File: config.mk
export PLATFORM = sky130hd
export DESIGN_NAME = glb_netwk_pattern_gen_flat
export DESIGN_NICKNAME = d
export VERILOG_FILES = /design/src/rtl/glb_netwk_pattern_gen_if.sv /design/src/rtl/glb_netwk_pattern_gen.sv /design/src/flat_wrapper.sv
export SDC_FILE = /design/constraint.sdc
export NUM_CORES = 1
export LEC_CHECK = 0
export ABC_CLOCK_PERIOD_IN_PS = 3000
export CAP_MARGIN = 20
export CORE_MARGIN = 1
export CORE_UTILIZATION = 25
export DETAILED_ROUTE_END_ITERATION = 8
export PLACE_DENSITY_LB_ADDON = 0.12
export RECOVER_POWER = 50
export SLEW_MARGIN = 0
export SYNTH_ARGS = -nofsm -noshare
export SYNTH_HDL_FRONTEND = slang
export SYNTH_SLANG_ARGS = --single-unit
File: constraint.sdc
create_clock -name clk -period 3 [get_ports clk]
set_input_delay 0.45 -clock clk [delete_from_list [all_inputs] [get_ports clk]]
set_output_delay 0.45 -clock clk [all_outputs]
set_load 0.005 [all_outputs]
File: src/rtl/glb_netwk_pattern_gen_if.sv
// Configuration write port of the global-network pattern generator.
// valid/ready: a write transfers on any clk edge where cfg_valid && cfg_ready.
interface glb_netwk_pattern_gen_if #(
   parameter int DIV_W = 8
) ();
   logic             cfg_valid;
   logic             cfg_ready;
   logic [2:0]       cfg_sel;
   logic [DIV_W-1:0] cfg_div;

   modport master (output cfg_valid, output cfg_sel, output cfg_div, input cfg_ready);
   modport slave  (input cfg_valid, input cfg_sel, input cfg_div, output cfg_ready);
endinterface

File: src/rtl/glb_netwk_pattern_gen.sv
// Fabric-driven square-wave generator feeding global-buffer user-signal inputs.
// Each channel toggles every div cycles; a two-state write FSM loads dividers.
module glb_netwk_pattern_gen #(
   parameter int CHANNELS = 8,
   parameter int DIV_W    = 8
) (
   input  logic                    clk,
   input  logic                    resetn,
   input  logic                    run_i,
   glb_netwk_pattern_gen_if.slave  cfg,
   output logic [CHANNELS-1:0]     glb_drv_o,
   output logic                    phase_sync_o,
   output logic                    par_o,
   output logic                    wr_state_o
);

   typedef enum logic {
      ST_IDLE   = 1'b0,
      ST_COMMIT = 1'b1
   } wr_state_e;

   wr_state_e state_q, state_d;

   logic [DIV_W-1:0]    div_q [CHANNELS];
   logic [DIV_W-1:0]    div_d [CHANNELS];
   logic [DIV_W-1:0]    cnt_q [CHANNELS];
   logic [DIV_W-1:0]    cnt_d [CHANNELS];
   logic [CHANNELS-1:0] drv_q, drv_d;
   logic                par_q;

   logic wr_ready;
   logic wr_accept;
   logic any_en;
   logic all_origin;

   always_ff @(posedge clk) begin
      if (!resetn) begin
         state_q <= ST_IDLE;
         for (int i = 0; i < CHANNELS; i++) begin
            div_q[i] <= '0;
            cnt_q[i] <= '0;
         end
         drv_q <= '0;
         par_q <= 1'b0;
      end else begin
         state_q <= state_d;
         div_q   <= div_d;
         cnt_q   <= cnt_d;
         drv_q   <= drv_d;
         par_q   <= ^drv_q;
      end
   end

   // COMMIT is a mandatory dead cycle after every accepted write.
   always_comb begin
      state_d  = state_q;
      wr_ready = 1'b0;
      case (state_q)
         ST_IDLE: begin
            wr_ready = 1'b1;
            if (cfg.cfg_valid) state_d = ST_COMMIT;
         end
         ST_COMMIT: state_d = ST_IDLE;
         default:   state_d = ST_IDLE;
      endcase
   end

   assign wr_accept     = cfg.cfg_valid && wr_ready;
   assign cfg.cfg_ready = wr_ready;

   // A write to a channel wins over its advance; out-of-range selects match nothing.
   always_comb begin
      div_d      = div_q;
      cnt_d      = cnt_q;
      drv_d      = drv_q;
      any_en     = 1'b0;
      all_origin = 1'b1;
      for (int i = 0; i < CHANNELS; i++) begin
         if (div_q[i] != '0) begin
            any_en = 1'b1;
            if (cnt_q[i] != '0 || drv_q[i]) all_origin = 1'b0;
         end
         if (wr_accept && cfg.cfg_sel == 3'(i)) begin
            div_d[i] = cfg.cfg_div;
            cnt_d[i] = '0;
            drv_d[i] = 1'b0;
         end else if (run_i && div_q[i] != '0) begin
            if (cnt_q[i] == div_q[i] - DIV_W'(1)) begin
               cnt_d[i] = '0;
               drv_d[i] = ~drv_q[i];
            end else begin
               cnt_d[i] = cnt_q[i] + DIV_W'(1);
            end
         end
      end
   end

   assign glb_drv_o    = drv_q;
   assign par_o        = par_q;
   assign phase_sync_o = run_i & any_en & all_origin;
   assign wr_state_o   = state_q;

endmodule

File: src/flat_wrapper.sv
// flat-port wrapper written by rule: the top's interface ports become plain ports
module glb_netwk_pattern_gen_flat 
#(
   parameter int CHANNELS = 8,
   parameter int DIV_W    = 8
)
  (clk, resetn, run_i, glb_drv_o, phase_sync_o, par_o, wr_state_o, cfg_cfg_valid, cfg_cfg_sel, cfg_cfg_div, cfg_cfg_ready);
  glb_netwk_pattern_gen_if #(.DIV_W(DIV_W)) cfg_i ();
  input  logic clk;
  input  logic resetn;
  input  logic run_i;
  output logic [CHANNELS-1:0] glb_drv_o;
  output logic phase_sync_o;
  output logic par_o;
  output logic wr_state_o;
  input wire logic [$bits(cfg_i.cfg_valid)-1:0] cfg_cfg_valid;
  input wire logic [$bits(cfg_i.cfg_sel)-1:0] cfg_cfg_sel;
  input wire logic [$bits(cfg_i.cfg_div)-1:0] cfg_cfg_div;
  output wire logic [$bits(cfg_i.cfg_ready)-1:0] cfg_cfg_ready;
  assign cfg_i.cfg_valid = cfg_cfg_valid;
  assign cfg_i.cfg_sel = cfg_cfg_sel;
  assign cfg_i.cfg_div = cfg_cfg_div;
  assign cfg_cfg_ready = cfg_i.cfg_ready;
  glb_netwk_pattern_gen #(.CHANNELS(CHANNELS), .DIV_W(DIV_W)) u_core (.clk(clk), .resetn(resetn), .run_i(run_i), .cfg(cfg_i), .glb_drv_o(glb_drv_o), .phase_sync_o(phase_sync_o), .par_o(par_o), .wr_state_o(wr_state_o));
endmodule
==> summary.md, run 1 <==
| Metric | Value |
|---|---|
| Clock skew | `0.0146 ns` |
| Area contributors post-synth | `dfxtp_1, xor2_1, mux2i_1` |
| DRT antenna net count | `0` |
| Synthesis-stage register bit count | `138` |
| Period minus WS final | `about 3.1 ns` |
| Core Box Area | `31700 um^2` |
| Peak supply drop | `0.330 mV` |
| Total power | `0.00461 W` |
| Cell variety after synth | `between 70 and 80` |
| Ratio of cells with drive above 1 in the final layout | `around 16%` |
| Worst Hold Depth | `2` |
| Crit end category | `output pin` |
| Clock sink total | `around 140` |
| Mux cell area share after synthesis | `6.45%` |
| Ant diodes | `0` |
| RD Place Congestion | `0.755` |
| First-pass GRT wire length | `about 37000 um` |
| P_leak | `4.27 nW` |
| Clk_lat worst skew | `0.43 ns` |
| F_max | `~330 MHz` |
| Area occupied by multi-input gates | `~5100 um^2` |
| Die boundary width | `182 um` |
| Async S/R FF share, synth | `0%` |
| Starting DRT DRC Count | `316` |
| Die height | `182 um` |
| Final Cell Area | `between 10000 and 15000 um^2` |
| Syn_area_per_cell | `~8.4 um^2` |
| Most common cell after layout, fill and taps aside | `dfxtp_1` |
| Slowest cell on the critical path | `or4_4` |
| Clk root buf | `clkbuf_16` |
| CTS tree | `built` |
| Worst-Margin Slew | `1.24 ns` |
| Slew Limit Headroom | `17.4%` |
| Crit Path Category | `flop to output pin` |
| Simple logic cell fraction of the synthesized area | `a little over a quarter` |
| Top cell type's share of synthesized area | `between 30 and 40%` |
| # hold bufs at CTS | `0` |
| Worst-case clock buffer depth | `2` |
| Top cell type by total area after synthesis | `dfxtp_1` |
| Cells after Synth | `960` |
| Residual DRC | `0` |
| Commonest non-fill, non-tap cells in the layout | `dfxtp_1, buf_4, nor2_1` |
| Average vias per placed instance | `4.54` |
| CP Cell Sequence | `inv_2, ha_4, or3b_4, or3_4, or4_4, o21ai_4, a2111oi_4, buf_4, buf_6` |
| Syn. warnings | `0` |
| # rows | `65` |
| Status | `finished, violations left` |
| Area Growth Syn to Fin | `26.8%` |
| DRT Pass-1 Iters | `4` |
| DRT Wirelength | `22500 um` |
| Fillcell total | `about 3400` |
| Period utilization | `103%` |
| Hold Path Class | `flop to flop` |
| Largest family of logic cells by synthesized area | `simple AND/OR/NAND/NOR gates` |
| Num CTS Buffers | `17` |
| CP max stage delay | `about 0.50 ns` |
| Largest net degree at the start of global routing | `30` |
| Vias in the first global route | `6675` |
| Final Net Count | `1126` |
| XOR/XNOR Fraction of Synth Area | `14.5%` |
| Net Count, Synth | `1000` |
| DR vias | `6821` |
| Data arrival, critical path | `2.63 ns` |
| Synth Area in Compound Gates | `10.4%` |
| Worst reg-to-reg setup slack | `0.44 ns` |
| RR Startpoint | `u_core.div_q[8]` |
| IO Pins | `27` |
| Mapped cell area | `roughly 8000 um^2` |
| Die area | `33100 um^2` |
| Max Slew Vio Count | `0` |
| Post-synth EDFFs | `0` |
| Initial antenna violation count | `0` |
| Worst R2R Path Depth | `9` |
| Failing checks | `setup timing` |
| Final worst-path setup slack | `-0.0766 ns` |
| Register area share after synthesis | `34.2%` |
| Initial cell density of the core | `roughly a quarter` |
| Worst Path Required | `2.55 ns` |
| # H-tree levels | `4` |
| Hold endpoint | `u_core.div_q[57]` |
| Finish-stage setup viols | `1` |
| Startpoint Class | `flop` |
| Grt ovf | `0` |
| Synth Area in Adders | `approximately 3.9%` |
| RSZ-0062 raised after global routing | `true` |
| CP Max Fanout | `2` |
| Placed inst area | `between 9000 and 10000 um^2` |
| Clk pin slew, worst setup/hold paths | `0.06 ns` |
| Detailed Place HPWL | `16900 um` |
| Gr usage total | `14.3%` |
| Setup repair bufs after CTS | `0` |
| IO Port Bufs | `26` |
| MaxCap Viol Count | `0` |
| Drt wl/cell | `about 15 um` |
| Worst r2r dst | `u_core.glb_drv_o[6]` |
| Register Area | `~2800 um^2` |
| PwrDens | `450 nW/um^2` |
| Worst Min Path Start | `u_core.div_q[57]` |
| Ys flop type | `dfxtp_1` |
| Final hold violations | `0` |
worst max-delay path: cells and delay by family (launching register included):
| kind | cells | cell delay [ns] |
|---|---|---|
| adders and majority gates | 1 | 0.13 |
| buffers and inverters | 3 | 0.32 |
| and+or+nand+nor | 3 | 1.21 |
| DFF | 1 | 0.32 |
| AOI/OAI and AO/OA | 2 | 0.24 |
sequential cells by signal (all words and copies together), names as in the netlist:
register and flops:
u_core.cnt_q 64, u_core.div_q 64, u_core.glb_drv_o 8, u_core.par_o 1, u_core.wr_state_o 1
routing by layer:
metal / up-vias / GRT usage, % / share of wire (%)
met2: 61 / 22.3 / 44
met5: - / 0 / 0
met1: 3172 / 19.9 / 52
met4: 0 / 4.20 / 1.2
li1: 3570 / - / -
met3: 18 / 2.73 / 2.1
cell usage after synthesis (6+ instances only):
library cell	n
nand2_1	80
a21oi_1	26
nor3_1	17
nand3_1	29
or4_1	7
nand4_1	22
or3_1	15
nor4b_1	11
nor2b_1	56
ha_1	25
inv_1	39
xnor2_1	57
dfxtp_1	138
o21ai_0	15
a21boi_0	17
nor4_1	13
clkbuf_1	42
a31oi_1	11
nor2_1	102
and4_1	6
and3_1	20
xor2_1	77
mux2i_1	51
report_power, final:
part           switching, W  total [W]  internal [W]
Combinational      0.000283   0.000528      0.000245
Clock              0.000852    0.00220       0.00135
Sequential        0.0000243    0.00188       0.00186
Total               0.00116    0.00461       0.00346
cell type report:
cell class | instances | share of cell area [%]
clock buffer | 21 | 4.49
clock inverter | 11 | 1.40
inverter | 40 | 1.46
multi-input combinational | 738 | 49.4
sequential | 138 | 27.0
tap | 402 | 4.91
timing repair buffer | 151 | 11.3
metrics by stage:
step	setup TNS (ns)	std cells	util [%]	hold slack, ns	setup WS [ns]
after global routing	-0.170	1501	32.3	0.537	-0.170
after floorplan	0	960	-	0.453	0.429
after CTS	-0.208	1501	32.4	0.510	-0.208
after global placement	-0.242	1469	30.4	0.490	-0.242
after detailed placement	-0.273	1469	30.4	0.501	-0.273
final	-0.0766	1501	32.3	0.503	-0.0766
timing repair:
action | CTS | global route
setup endpoints to repair | 1 | 1
pin swaps | 6 | 5
gates resized for setup | 20 | 1
how the worst max path moves through the flow:
stage / from / to / slack, ns / depth (start not counted)
after floorplan: u_core.div_q[24] / phase_sync_o / 0.43 / 7
after global placement: u_core.div_q[24] / phase_sync_o / -0.24 / 9
after detailed placement: u_core.div_q[24] / phase_sync_o / -0.27 / 9
after CTS: u_core.div_q[25] / phase_sync_o / -0.21 / 9
after global routing: u_core.div_q[24] / phase_sync_o / -0.17 / 9
final: u_core.div_q[24] / phase_sync_o / -0.08 / 9
cells by family after synthesis:
group,after synthesis
simple gates,408
flops,138
xor+xnor,134
compound gates,119
buf+inv,84
mux,52
fa+ha+maj,25
No activity file was read; power rests on OpenSTA's default activity.
==> run 2: changes to the inputs <==
--- a/config.mk
+++ b/config.mk
@@ -7,6 +7,9 @@
 export LEC_CHECK = 0
 export ABC_CLOCK_PERIOD_IN_PS = 3000
 export CAP_MARGIN = 20
+export CELL_PAD_IN_SITES_DETAIL_PLACEMENT = 1
+export CELL_PAD_IN_SITES_GLOBAL_PLACEMENT = 1
+export CORE_ASPECT_RATIO = 1.75
 export CORE_MARGIN = 1
 export CORE_UTILIZATION = 25
 export DETAILED_ROUTE_END_ITERATION = 8
==> run 2 against run 1 <==
Effect of this change: the run still ends with setup timing left; via count up 3.2%; die area about the same; register-to-register slack worse by 0.13 ns; fmax rose by 0.54%; core utilization is 0.17 points lower; hold slack lost 0.18 ns; design area shrank 0.79%; routed wire length increased by 13%.
==> summary.md, run 2 (synthesis results as in run 1) <==
| Metric | Value |
|---|---|
| Status | `finished, violations left` |
| Failing checks | `setup timing` |
| Num CTS Buffers | `17` |
| F_max | `327 MHz` |
| Initial antenna violation count | `0` |
| Die height | `approximately 240 um` |
| IO Pins | `27` |
| Period minus WS final | `3.06 ns` |
| DR vias | `around 7000` |
| Grt ovf | `0` |
| Share of power burned in registers | `a little over two fifths` |
| GR Util met2 | `31.6%` |
| CP Cell Sequence | `inv_2, ha_4, or3b_4, or3_4, a222oi_1, o21ai_4, a2111oi_4, buf_2` |
| Clk root buf | `clkbuf_16` |
| Die area | `33100 um^2` |
| Drt wl/cell | `17.1 um` |
| Final hold slack | `~0.33 ns` |
| Area Growth Syn to Fin | `25.8%` |
| Core Box Area | `31600 um^2` |
| Die boundary width | `138 um` |
| Data arrival, critical path | `approximately 2.6 ns` |
| Period utilization | `102%` |
| Worst path buffer plus inverter count | `2` |
| Vias in the first global route | `~7500` |
| MaxCap Viol Count | `0` |
| Hold Path Class | `input port to flop` |
| P_leak | `4.26 nW` |
| IO Port Bufs | `26` |
| RSZ-0062 raised after global routing | `true` |
| Gr usage total | `~16%` |
| Clk pin slew, worst setup/hold paths | `about 0.060 ns` |
| # rows | `86` |
| # hold bufs at CTS | `0` |
| Delay-heaviest family, CP | `compound AO/OA/AOI/OAI gates` |
| GRT busiest layer | `met2` |
| Final worst-path setup slack | `-0.0602 ns` |
| RD Place Congestion | `0.746` |
| GR Layer Usage met1 | `17.3%` |
| PwrDens | `442 nW/um^2` |
| Starting DRT DRC Count | `170` |
| Sw Pwr | `around 0.0011 W` |
| Peak supply drop | `0.401 mV` |
| Post-Route Utilization | `32.2%` |
| Sw Share | `25.2%` |
| Met3 Resource Use GR | `3.08%` |
| Hold endpoint | `u_core.wr_state_o` |
| Worst Hold Depth | `2` |
| Startpoint Class | `flop` |
| Ant diodes | `0` |
| Crit end category | `output pin` |
| Setup repair bufs after CTS | `0` |
| Finish-stage setup viols | `1` |
| Worst reg-to-reg setup slack | `0.31 ns` |
| Slew Limit Headroom | `49.5%` |
| DRT Pass-1 Iters | `4` |
| Worst Min Path Start | `resetn` |
| Average vias per placed instance | `4.74` |
| Most common cell after layout, fill and taps aside | `dfxtp_1` |
| DRT antenna net count | `0` |
| # H-tree levels | `4` |
| Worst R2R Path Depth | `9` |
| First-pass GRT wire length | `around 40000 um` |
| Slowest cell on the critical path | `or3b_4` |
| Commonest non-fill, non-tap cells in the layout | `dfxtp_1, buf_4, nor2_1` |
| Max Slew Vio Count | `0` |
| Largest net degree at the start of global routing | `77` |
| DRT Wirelength | `25400 um` |
| CP max stage delay | `about 0.37 ns` |
| Crit Path Category | `flop to output pin` |
| Final Net Count | `around 1100` |
| P_int | `approximately 0.0034 W` |
| CTS tree | `built` |
| Ratio of cells with drive above 1 in the final layout | `between 15 and 20%` |
| TNS Setup | `-0.0602 ns` |
| Clock skew | `about 0.0066 ns` |
| Worst r2r dst | `u_core.glb_drv_o[6]` |
| Worst-case clock buffer depth | `2` |
| Residual DRC | `0` |
| Worst Path Required | `2.55 ns` |
| Comb pwr share | `11.8%` |
| Detailed Place HPWL | `approximately 19000 um` |
| Initial cell density of the core | `25.6%` |
| Clk_lat worst skew | `0.44 ns` |
| Clock sink total | `138` |
| RR Startpoint | `u_core.div_q[8]` |
| Clock Power Share | `a little under half` |
| Final hold violations | `0` |
| CP Max Fanout | `2` |
| Worst-Margin Slew | `roughly 0.76 ns` |
run 2: changes by cell type in the layout (fill, tap and decap cells not counted), moves of 2 or more:
| cell | previous run | this run |
|---|---|---|
| clkbuf_8 | 2 | 6 |
| bufinv_16 | 3 | 1 |
| dlygate4sd3_1 | 6 | 9 |
| buf_2 | 0 | 2 |
| clkdlybuf4s50_1 | 18 | 15 |
| clkinvlp_4 | 4 | 1 |
| clkinv_2 | 3 | 5 |
| buf_4 | 112 | 106 |
| clkbuf_1 | 15 | 11 |
run 2: layout make-up:
cell class	instances	area [um^2]
clock inverter	7	62.6
clock buffer	25	515
multi-input combinational	738	5060
fill	3752	21500
tap	396	495
timing repair buffer	143	1120
sequential	138	2770
inverter	40	150
run 2: worst reg2reg max path: cells and delay by family (launching register included):
kind	cells	cell delay, ns
AOI/OAI and AO/OA	2	0.50
DFF	1	0.37
adders and majority gates	1	0.18
buffers and inverters	2	0.25
and+or+nand+nor	4	1.32
run 2: per-layer routing:
layer	part of all wire [%]	vias to the layer above
met3	2.0	26
met5	0	-
met2	56	48
met1	40	3417
met4	2.0	0
li1	-	3551
run 2: worst max path at each step:
| stage | start | endpoint | slack, ns | cells after the start |
|---|---|---|---|---|
| CTS | u_core.div_q[25] | phase_sync_o | -0.18 | 8 |
| global placement | u_core.div_q[24] | phase_sync_o | -0.18 | 9 |
| detailed placement | u_core.div_q[24] | phase_sync_o | -0.22 | 9 |
| finish | u_core.div_q[25] | phase_sync_o | -0.06 | 8 |
| floorplan | u_core.div_q[24] | phase_sync_o | 0.43 | 7 |
| global route | u_core.div_q[25] | phase_sync_o | -0.16 | 8 |
run 2: what timing repair did:
action / CTS / global route
cloned: 0 / 0
pin swaps: 4 / 2
endpoints found under the setup margin: 1 / 1
gates resized for setup: 19 / 0
run 2: power by group through the flow:
| stage | Combinational, W | Clock, W | Sequential [W] |
|---|---|---|---|
| CTS | 0.000549 | 0.00217 | 0.00189 |
| finish | 0.000532 | 0.00208 | 0.00189 |
| global route | 0.000587 | 0.00225 | 0.00189 |
| detailed placement | 0.000529 | 0 | 0.00193 |
| floorplan | 0.000291 | 0 | 0.00193 |
| global placement | 0.000524 | 0 | 0.00192 |
run 2: stage by stage:
step | instance area, um^2 | worst slack [ns] | power [W] | instances
2_1_floorplan | 8090 | 0.429 | 0.00222 | 960
3_3_place_gp | 9580 | -0.178 | 0.00245 | 1456
3_5_place_dp | 9580 | -0.222 | 0.00245 | 1456
4_1_cts | 10200 | -0.178 | 0.00460 | 1487
5_1_grt | 10200 | -0.158 | 0.00472 | 1487
6_report | 10200 | -0.0602 | 0.00450 | 1487
==> run 3: changes to the inputs <==
--- a/config.mk
+++ b/config.mk
@@ -12,9 +12,11 @@
 export CORE_ASPECT_RATIO = 1.75
 export CORE_MARGIN = 1
 export CORE_UTILIZATION = 25
+export CTS_BUF_LIST = sky130_fd_sc_hd__clkbuf_16
 export DETAILED_ROUTE_END_ITERATION = 8
 export PLACE_DENSITY_LB_ADDON = 0.12
 export RECOVER_POWER = 50
+export SETUP_SLACK_MARGIN = 0.2
 export SLEW_MARGIN = 0
 export SYNTH_ARGS = -nofsm -noshare
 export SYNTH_HDL_FRONTEND = slang
==> run 3 against run 2 <==
Effect of this change: sequential power is essentially flat; critical path depth up 1; the flow still finishes with violations (setup timing); total power down 3.7%; highest routed layer unchanged.
==> summary.md, run 3 (synthesis results as in run 1) <==
| Metric | Value |
|---|---|
| DRT Pass-1 Iters | `4` |
| IO Port Bufs | `26` |
| F_max | `333 MHz` |
| Hold endpoint | `u_core.wr_state_o` |
| Period minus WS final | `~3.0 ns` |
| Clock sink total | `138` |
| Die height | `between 200 and 250 um` |
| Startpoint Class | `flop` |
| Gr usage total | `16.5%` |
| CTS tree | `built` |
| Ant diodes | `0` |
| Detailed Place HPWL | `a little under 20000 um` |
| Core Box Area | `31600 um^2` |
| First-pass GRT wire length | `40400 um` |
| Worst Min Path Start | `resetn` |
| Initial antenna violation count | `0` |
| Initial cell density of the core | `25.6%` |
| Failing checks | `setup timing` |
| Clk root buf | `clkbuf_16` |
| Final worst-path setup slack | `-0.00404 ns` |
| Final hold violations | `0` |
| Drt wl/cell | `17.0 um` |
| Clock skew | `0.00674 ns` |
| Residual DRC | `0` |
| RR Startpoint | `u_core.div_q[8]` |
| Period utilization | `100%` |
| Peak supply drop | `around 0.42 mV` |
| TNS Setup | `-0.00404 ns` |
| Die area | `33100 um^2` |
| Placed cells | `1456` |
| # rows | `between 80 and 90` |
| Crit path from | `u_core.div_q[24]` |
| P_leak | `4.24 nW` |
| Starting DRT DRC Count | `173` |
| Worst Hold Depth | `2` |
| MaxCap Viol Count | `0` |
| Setup repair bufs after CTS | `0` |
| Area Growth Syn to Fin | `25.0%` |
| Commonest non-fill, non-tap cells in the layout | `dfxtp_1, buf_4, nor2_1` |
| Hold Path Class | `input port to flop` |
| Finish-stage setup viols | `1` |
| Vias in the first global route | `7467` |
| Ratio of cells with drive above 1 in the final layout | `approximately 15%` |
| PwrDens | `429 nW/um^2` |
| RSZ-0062 raised after global routing | `true` |
| Crit end category | `output pin` |
| Num CTS Buffers | `17` |
| Average vias per placed instance | `around 4.7` |
| DR vias | `7052` |
| Die boundary width | `138 um` |
| Worst Path Required | `around 2.6 ns` |
| Worst r2r dst | `u_core.glb_drv_o[6]` |
| DRT antenna net count | `0` |
| Worst-case clock buffer depth | `2` |
| Most common cell after layout, fill and taps aside | `dfxtp_1` |
| Status | `finished, violations left` |
| Clk pin slew, worst setup/hold paths | `0.06 ns` |
| Final Net Count | `1119` |
| DRT Wirelength | `25300 um` |
| Worst R2R Path Depth | `9` |
| RD Place Congestion | `0.746` |
| Slew Limit Headroom | `49.7%` |
| Largest net degree at the start of global routing | `77` |
| # H-tree levels | `4` |
| Crit Path Category | `flop to output pin` |
| Data arrival, critical path | `2.55 ns` |
| Clk_lat worst skew | `around 0.45 ns` |
| Worst reg-to-reg setup slack | `about 0.35 ns` |
| Grt ovf | `0` |
| Max Slew Vio Count | `0` |
| Fin cells | `between 1000 and 1500` |
| Worst-Margin Slew | `roughly 0.76 ns` |
| IO Pins | `27` |
| CP Max Fanout | `2` |
## run 3: cell count changes in the layout (fill, tap and decap cells not counted), moves of 2 or more
cell and delta:
clkinv_1 +6, clkbuf_1 -2, clkbuf_8 -6, inv_1 +2
## run 3: worst max path at each step
stage | end | cells after the start
3_5_place_dp | phase_sync_o | 9
2_1_floorplan | phase_sync_o | 7
3_3_place_gp | phase_sync_o | 9
5_1_grt | phase_sync_o | 9
6_report | phase_sync_o | 9
4_1_cts | phase_sync_o | 9
## run 3: repair_timing
item	4_1_cts	5_1_grt
pin swaps	6	4
endpoints found under the setup margin	1	2
gates resized for setup	18	1
cloned	0	0
hold buffers	0	0
## run 3: final cells by class
class,instances,area (um^2)
multi-input cells,738,5040
well taps,396,495
fillers,3764,21500
repair buffers,144,1130
flip-flops and latches,138,2770
clock inverters,15,92.6
inverters,40,150
clock buffers,17,425
## run 3: metrics by stage
step | worst slack [ns] | total power [W] | util (%) | hold WS (ns) | cell area, um^2
6_report | -0.00404 | 0.00433 | 31.9 | 0.323 | 10100
5_1_grt | -0.115 | 0.00455 | 31.9 | 0.319 | 10100
4_1_cts | -0.184 | 0.00443 | 32.0 | 0.300 | 10100
3_5_place_dp | -0.222 | 0.00245 | 30.3 | 0.495 | 9580
3_3_place_gp | -0.178 | 0.00245 | 30.3 | 0.483 | 9580
2_1_floorplan | 0.429 | 0.00222 | - | 0.453 | 8090
## run 3: layer usage
layer / vias up / share of wire (%) / global-route usage [%]
met4: 0 / 2.5 / 7.35
met2: 52 / 56 / 31.6
met1: 3422 / 40 / 17.3
met3: 24 / 1.6 / 2.13
li1: 3554 / - / -
met5: - / 0 / 0
## run 3: power by group
| group | switching, W | leakage (nW) | internal, W |
|---|---|---|---|
| logic | 0.000288 | 2.86 | 0.000240 |
| registers | 0.0000244 | 1.12 | 0.00186 |
| clock network | 0.000816 | 0.263 | 0.00110 |
## run 3: worst max-delay path: stages, from the launching register on
cell	delay, ns
dfxtp_2	0.32
inv_2	0.06
ha_4	0.13
or3b_4	0.37
or3_4	0.34
or4_4	0.42
o21ai_2	0.16
a2111oi_2	0.05
buf_4	0.15
buf_6	0.11
